File: config.mk
export PLATFORM = sky130hd
export DESIGN_NAME = uart_rx_ctrl
export DESIGN_NICKNAME = d
export VERILOG_FILES = /design/src/rtl/uart_rx_ctrl.sv
export SDC_FILE = /design/constraint.sdc
export NUM_CORES = 1
export LEC_CHECK = 0
export ABC_CLOCK_PERIOD_IN_PS = 3750
export CAP_MARGIN = 10
export CORE_MARGIN = 4
export CORE_UTILIZATION = 59
export CTS_CLUSTER_DIAMETER = 150
export DETAILED_ROUTE_END_ITERATION = 6
export GPL_TIMING_DRIVEN = 0
export PLACE_DENSITY_LB_ADDON = 0.2
export SLEW_MARGIN = 20
export SYNTH_ARGS = -nofsm -noshare
export SYNTH_HDL_FRONTEND = slang
export SYNTH_SLANG_ARGS = --single-unit
File: constraint.sdc
create_clock -name clock -period 3.75 [get_ports clock]
set_input_delay 0.75 -clock clock [delete_from_list [all_inputs] [get_ports clock]]
set_output_delay 0.75 -clock clock [all_outputs]
set_load 0.02 [all_outputs]
File: src/rtl/uart_rx_ctrl.sv
// 8N1 UART receiver with byte FIFO and line-status register behind an MMIO read handshake.
// Optional macro UART_RX_PARITY_EN switches the frame to 8E1 with a sticky parity error.
`timescale 1ns/1ps
module uart_rx_ctrl #(
  parameter int CLK_DIV    = 16,
  parameter int FIFO_DEPTH = 8
) (
  input  logic        clock,
  input  logic        reset,
  input  logic        rxd,
  input  logic        sel,
  input  logic        ren,
  input  logic [31:0] raddr,
  output logic        arready,
  output logic        rvalid,
  output logic [31:0] rdata,
  input  logic        rready,
  output logic        irq
);
  localparam int CW = $clog2(CLK_DIV);
  localparam int AW = $clog2(FIFO_DEPTH);
  localparam logic [CW-1:0] HALF_C  = CW'(CLK_DIV / 2 - 1);
  localparam logic [CW-1:0] FULL_C  = CW'(CLK_DIV - 1);
  localparam logic [AW:0]   DEPTH_C = (AW + 1)'(FIFO_DEPTH);

  typedef enum logic [2:0] {
    IDLE, START, DATA,
`ifdef UART_RX_PARITY_EN
    PARITY,
`endif
    STOP
  } rx_state_t;

  rx_state_t     state;
  logic [CW-1:0] cnt;
  logic [2:0]    idx;
  logic [7:0]    shreg;
  logic          rx_m, rx_s;
  logic          push_req, fe_set;
  logic [7:0]    push_data;
  logic          pe;

  always_ff @(posedge clock or posedge reset) begin
    if (reset) begin
      rx_m <= 1'b1;
      rx_s <= 1'b1;
    end else begin
      rx_m <= rxd;
      rx_s <= rx_m;
    end
  end

`ifdef UART_RX_PARITY_EN
  logic par_bad, pe_set;
`endif

  always_ff @(posedge clock or posedge reset) begin
    if (reset) begin
      state     <= IDLE;
      cnt       <= '0;
      idx       <= '0;
      shreg     <= '0;
      push_req  <= 1'b0;
      push_data <= '0;
      fe_set    <= 1'b0;
`ifdef UART_RX_PARITY_EN
      par_bad   <= 1'b0;
      pe_set    <= 1'b0;
`endif
    end else begin
      push_req <= 1'b0;
      fe_set   <= 1'b0;
`ifdef UART_RX_PARITY_EN
      pe_set   <= 1'b0;
`endif
      case (state)
        IDLE: if (!rx_s) begin
          state <= START;
          cnt   <= '0;
        end
        START: if (cnt == HALF_C) begin
          // a line that is high again at mid start bit was a glitch
          cnt   <= '0;
          idx   <= '0;
          state <= rx_s ? IDLE : DATA;
        end else cnt <= cnt + 1'b1;
        DATA: if (cnt == FULL_C) begin
          cnt        <= '0;
          shreg[idx] <= rx_s;
          if (idx == 3'd7) begin
`ifdef UART_RX_PARITY_EN
            state <= PARITY;
`else
            state <= STOP;
`endif
          end else idx <= idx + 1'b1;
        end else cnt <= cnt + 1'b1;
`ifdef UART_RX_PARITY_EN
        PARITY: if (cnt == FULL_C) begin
          cnt     <= '0;
          par_bad <= ^{shreg, rx_s};
          state   <= STOP;
        end else cnt <= cnt + 1'b1;
`endif
        STOP: if (cnt == FULL_C) begin
          cnt       <= '0;
          state     <= IDLE;
          push_data <= shreg;
          fe_set    <= !rx_s;
`ifdef UART_RX_PARITY_EN
          pe_set    <= par_bad;
          push_req  <= rx_s && !par_bad;
`else
          push_req  <= rx_s;
`endif
        end else cnt <= cnt + 1'b1;
        default: state <= IDLE;
      endcase
    end
  end

  logic [7:0]    mem [FIFO_DEPTH];
  logic [AW-1:0] wr_ptr, rd_ptr;
  logic [AW:0]   count;
  logic          empty, full, accept, is_rbr, is_lsr, pop, do_push, overflow;
  logic          oe, fe;
  logic [7:0]    reg_byte;
  logic [31:0]   rd_word;
  logic          unused_raddr;

  assign unused_raddr = ^raddr[31:3];

  always_comb begin
    empty    = (count == '0);
    full     = (count == DEPTH_C);
    accept   = sel && ren && arready;
    is_rbr   = (raddr[2:0] == 3'd0);
    is_lsr   = (raddr[2:0] == 3'd5);
    pop      = accept && is_rbr && !empty;
    do_push  = push_req && (!full || pop);
    overflow = push_req && full && !pop;
    reg_byte = 8'h00;
    if (is_rbr && !empty) reg_byte = mem[rd_ptr];
    if (is_lsr)           reg_byte = {2'b00, 1'b1, 1'b0, fe, pe, oe, !empty};
    rd_word  = {24'h0, reg_byte} << {raddr[1:0], 3'b000};
  end

  always_ff @(posedge clock) begin
    if (do_push) mem[wr_ptr] <= push_data;
  end

  always_ff @(posedge clock or posedge reset) begin
    if (reset) begin
      wr_ptr  <= '0;
      rd_ptr  <= '0;
      count   <= '0;
      oe      <= 1'b0;
      fe      <= 1'b0;
      arready <= 1'b1;
      rvalid  <= 1'b0;
      rdata   <= '0;
      irq     <= 1'b0;
    end else begin
      if (do_push) wr_ptr <= wr_ptr + 1'b1;
      if (pop)     rd_ptr <= rd_ptr + 1'b1;
      case ({do_push, pop})
        2'b10:   count <= count + 1'b1;
        2'b01:   count <= count - 1'b1;
        default: count <= count;
      endcase
      // a new error arriving in the same cycle as an LSR read stays visible
      if (accept && is_lsr) begin
        oe <= 1'b0;
        fe <= 1'b0;
      end
      if (overflow) oe <= 1'b1;
      if (fe_set)   fe <= 1'b1;
      if (accept) begin
        arready <= 1'b0;
        rvalid  <= 1'b1;
        rdata   <= rd_word;
      end else if (rvalid && rready) begin
        rvalid  <= 1'b0;
        arready <= 1'b1;
      end
      irq <= !empty;
    end
  end

`ifdef UART_RX_PARITY_EN
  always_ff @(posedge clock or posedge reset) begin
    if (reset) pe <= 1'b0;
    else begin
      if (accept && is_lsr) pe <= 1'b0;
      if (pe_set)           pe <= 1'b1;
    end
  end
`else
  assign pe = 1'b0;
`endif

endmodule

After elaboration in Yosys (flattened, before gate mapping):

Memories as Yosys holds them, arrays and structs flattened.
Cells that the tools add are included.

* logic and storage cells: 109
* bits in latches: 0
* bits in read-only memories: 0
* output and inout port bits: 35
* register bits: 77
* RAM bits: 64
* memories: 1

Memory list
* mem: depth 8, bits a word 8, read ports 1, clocked after Yosys merged registers in 0, write ports 1, RTL line 122 `logic [7:0] mem [FIFO_DEPTH];`

* $mul: 0
* bitwise operators: 0
* reductions and logical operators: 31
* $add $sub $neg: 6
* multiplexer cells: 34
* divide/modulo/power cells: 0
* shift operators: 1
* equality and inequality tests: 16
* magnitude comparators: 2

Operators by type and width (number)
* 8-bit by 5-bit << shifter with 32-bit output: 1
* 3-bit two-way mux: 8
* 8-bit two-way mux: 2
* 1-bit two-way mux: 14
* 4-bit two-way mux: 3
* 2-bit != test, second input constant: 6
* 3-bit one-hot mux with 4 select lines: 1
* 4-bit one-hot mux with 3 select lines: 1
* 1-bit logical AND: 11
* 2-bit nonzero test: 5
* 3-bit by 1-bit adder with 3-bit output, second input constant: 3
* 4-bit by 1-bit adder with 4-bit output, second input constant: 2
* 8-bit bitwise mux: 1
* 4-bit == test, second input constant: 2
* 4-bit one-hot mux with 2 select lines: 1
* 3-bit by 2-bit == test with 1-bit output, second input constant: 2
* 3-bit == test, second input constant: 2
* 3-bit zero test: 2
* 3-bit one-hot mux with 2 select lines: 1
* 2-bit AND reduction: 3
* 5-bit AND reduction: 1
* 4-bit by 3-bit == test with 1-bit output, second input constant: 1
* 1-bit zero test: 4
* 4-bit zero test: 1
* 12 further kinds: 12

Logic depth before layout (Yosys ltp):

* depth after elaboration: 8
* gate-level depth with buffers: 10
* mapped depth without buffers: 8

Worst setup path after synthesis:

OpenSTA, ideal clock, no wires.

* kind: input port to flip-flop
* start point: in raddr[1]
* end point: mem mem[1][0], enable pin
* cell stages on the path: 4
* buffers on the path: 0
* data arrival time: 2.102 ns
* path slack: 1.265 ns
* cells stage by stage: or3_4 > o211ai_2 > nand3_1 > nor3_1

* word-level cells in the longest chain between the ends: 7

RTL lines
* start, declared: RTL line 13 `input logic [31:0] raddr,`
* 3-bit zero test: RTL line 137 `is_rbr = (raddr[2:0] == 3'd0);`
* 1-bit logical AND (2 in a row): RTL line 139 `pop = accept && is_rbr && !empty;`
* 1-bit logical OR: RTL line 140 `do_push = push_req && (!full || pop);`
* 1-bit logical AND: RTL line 140
* 1-bit two-way mux: RTL line 149 `if (do_push) mem[wr_ptr] <= push_data;`
* 1-bit two-way mux (not written as such): RTL line 149
* end, declared: RTL line 122

No other way between the ends.

Worst setup path in the final report:

* start point: in raddr[1]
* end point: mem mem[0][4], enable pin

The elaborated chain is that of the path after synthesis.

==> qor.yml <==
outcome:
  outcome: "finished, final reports clean"
timing:
  fmax_ghz: 0.3594
  min_period_ns: 2.782
  period_share_pct: 74.20
  finalSetupViolCount: 0
  worst_slew_pin_slew_ns: 1.054
  skew_ns: 0.006994
  rsz0062_at_grt: "false"
  drv_slew: 0
  hold_viol: 0
  slew_headroom_pct: 29.19
routing:
  avgRoutedWirePerCell_microns: 17.81
  ant_nets: 0
  vias_per_cell: 5.494
  top_layer: "met4"
  wl_met2_mm: 5.106
  drt-pass1-iter-count: 4
  drt_wl_total_mm: 10.06
  wl_met1_mm: 4.490
  drt_iter0_drc: 132
  wl_met3_microns: 362
  vias: 3104
  post-route-drc-count: 0
pwr:
  netSwitchingPower_uw: 831.7
  swShare_pct: 24.04
  p_comb_share_pct: 6.9
  p_clk_share_pct: 44.5
  cell_internal_pwr_mw: 2.629
  finalPower_mw: 3.460
  p_leak_nw: 2.724
  seq_power_share_pct: 48.6
  powerDensity_nw_per_um2: 511.0
  peakVddDrop_mv: 0.3588
synth:
  synth_ff_type: "dfrtp_1"
  synthesis.area_sq_um: 5594
  yosys-top-cells-area: "edfxtp_1 (34%), dfrtp_1 (33%), mux4_2 (6.4%)"
  synth_cells: 360
  synthTopCellsByCount: "dfrtp_1 (73), edfxtp_1 (64), nand2_1 (22)"
  ys_seq_elements: 140
  synth_top_cell_area_share_pct: 34.35
  syn_avg_cell_area_sq_um: 15.54
  yosysWarnings: 0
  synth_area_leader_cell: "edfxtp_1"
  async_flop_share_pct: 54.29
  yosys.cell_count.top_type: "dfrtp_1"
  yosysSeqAreaShare_pct: 68.42
  synth-edff-count: 64
  synthDistinctLibCells: 51
  syn-num-nets: 404
floorplan:
  core-area_sq_um: 9240
  rows: 35
  initial_core_util_pct: 60.54
  dieArea_sq_um: 11100
  io_pins: 73
  die-height_microns: 105.4
  die_w_microns: 105.4
grt:
  gr-usage-all-layers_pct: 20.09
  gr-total-overflow: 0
  antenna_found_initial: 0
  grt_max_degree: 59
  grt_pass1_vias: 3320
  grt_first_pass_wirelength_mm: 17.15
critical_path:
  critPathMaxFanout: 8
  arrival_ns: 2.90
  endpoint_kind: "register"
  r2r_end: "count[1]$_DFFE_PP0P_"
  reg2reg_depth: 10
  r2r-start: "count[0]$_DFFE_PP0P_"
  critPathRequiredTime_ns: 3.87
  path_class: "input pin to register"
  rrSetupSlack_ns: 1.33
  cp-start-kind: "input pin"
cells_and_area:
  stdcell_count: 565
  syn_to_final_growth_pct: 21.05
  postLayoutCellArea_sq_um: 6771
  fillers: 572
  drive_gt1_share_pct: 20.87
  diodes: 0
  nNetsFinal: 467
cts:
  hold_buffers: 0
  clk_latency_ns: 0.50
  cts-root-buf: "clkbuf_8"
  cts_resized: 0
  clkSinkCount: 140
  clk_pin_slew_ns: 0.06
  cts_setup_buffers: 0
  htreeDepth: 4
  numCtsBuffers: 17
  clockBufferDepth: 2
  cts_tree: "yes"
run:
  maxCapViolations: 0
placed_design:
  gp_congestion: 0.7847
  place_area_sq_um: 6216
  port_buffers: 43
  dp.cells: 533
  dpl.hpwl_mm: 6.643
min_path:
  whs_endpoint: "rx_s$_DFF_PP1_"
  min_from: "rx_m$_DFF_PP1_"
  hold_depth: 0
  hold_class: "register to register"
==> critical path, stage by stage <==
cell,delay (ns)
clkdlybuf4s50_1,0.46
or3_4,0.43
o211ai_2,0.22
nand3b_1,0.19
nor3_1,0.84
==> per-stage QoR <==
step | setup TNS (ns) | util (%) | hold slack, ns | setup slack, ns
floorplan | 0 | - | 0.3452 | 1.067
global placement | -14.14 | 66.95 | 0.3462 | -0.2048
detailed placement | 0 | 67.27 | 0.3497 | 0.3108
CTS | 0 | 73.23 | 0.3644 | 0.8224
global route | 0 | 73.28 | 0.3713 | 0.8327
finish | 0 | 73.28 | 0.3630 | 0.9676
==> layout make-up <==
cell class	instances	area (sq um)	area share (%)
buffer	19	97.59	1.441
clock inverter	14	132.6	1.959
multi-input combinational	199	1667	24.61
inverter	2	10.01	0.1478
sequential	140	3827	56.52
timing repair buffer	44	457.9	6.763
tap	129	161.4	2.384
clock buffer	18	417.9	6.171
==> per-layer routing <==
metal	track usage [%]	vias to the layer above
met5	0	-
met1	26.72	1554
met4	7.498	0
met2	32.24	71
li1	-	1469
met3	5.083	10
==> how the worst max path moves through the flow <==
stage / depth (start not counted) / slack (ns) / start / end
2_1_floorplan: 1 / 1.07 / reset / cnt[0]$_DFFE_PP0P_
3_3_place_gp: 2 / -0.20 / reset / rdata[1]$_DFFE_PP0N_
3_5_place_dp: 5 / 0.31 / raddr[1] / mem[1][3]$_DFFE_PP_
4_1_cts: 5 / 0.82 / raddr[1] / mem[1][2]$_DFFE_PP_
5_1_grt: 5 / 0.83 / raddr[1] / mem[0][1]$_DFFE_PP_
6_report: 5 / 0.97 / raddr[1] / mem[0][4]$_DFFE_PP_
==> layout by cell type, fill, tap and decap left out, drive strengths merged, types with 6 or more instances in the layout <==
| master | n |
|---|---|
| and2 | 21 |
| nand3 | 10 |
| dfrtp | 73 |
| clkbuf | 29 |
| clkdlybuf4s50 | 43 |
| nor3 | 7 |
| ha | 6 |
| o21ai | 18 |
| nand3b | 6 |
| nor2 | 16 |
| a21oi | 7 |
| buf | 9 |
| mux2i | 9 |
| nand2 | 22 |
| mux4 | 16 |
| clkinv | 6 |
| mux2 | 21 |
| inv | 9 |
| edfxtp | 64 |
==> flip-flops by register name, summed over array words and instances, names as in the netlist <==
signal	cells
state	2
wr_ptr	3
idx	3
count	4
push_req	1
shreg	8
rd_ptr	3
irq	1
mem	64
push_data	8
cnt	4
rx_m	1
oe	1
rvalid	1
fe_set	1
rdata	32
rx_s	1
fe	1
arready	1
==> power by group through the flow <==
stage          clock network (mW)  registers [mW]  logic (mW)
3_3_place_gp                    0            1.71       0.229
5_1_grt                      1.64            1.69       0.273
2_1_floorplan                   0            1.72       0.148
6_report                     1.54            1.68       0.239
3_5_place_dp                    0            1.71       0.242
4_1_cts                      1.57            1.68       0.242
==> logic make-up after synthesis <==
logic type | share of synthesized area, %
simple gates | 10.15
compound gates | 4.518
xor+xnor | 1.409
buf+inv | 1.879
fa+ha+maj | 1.342
mux | 12.28
flops | 68.42
Power figures use the tool's default switching activity.
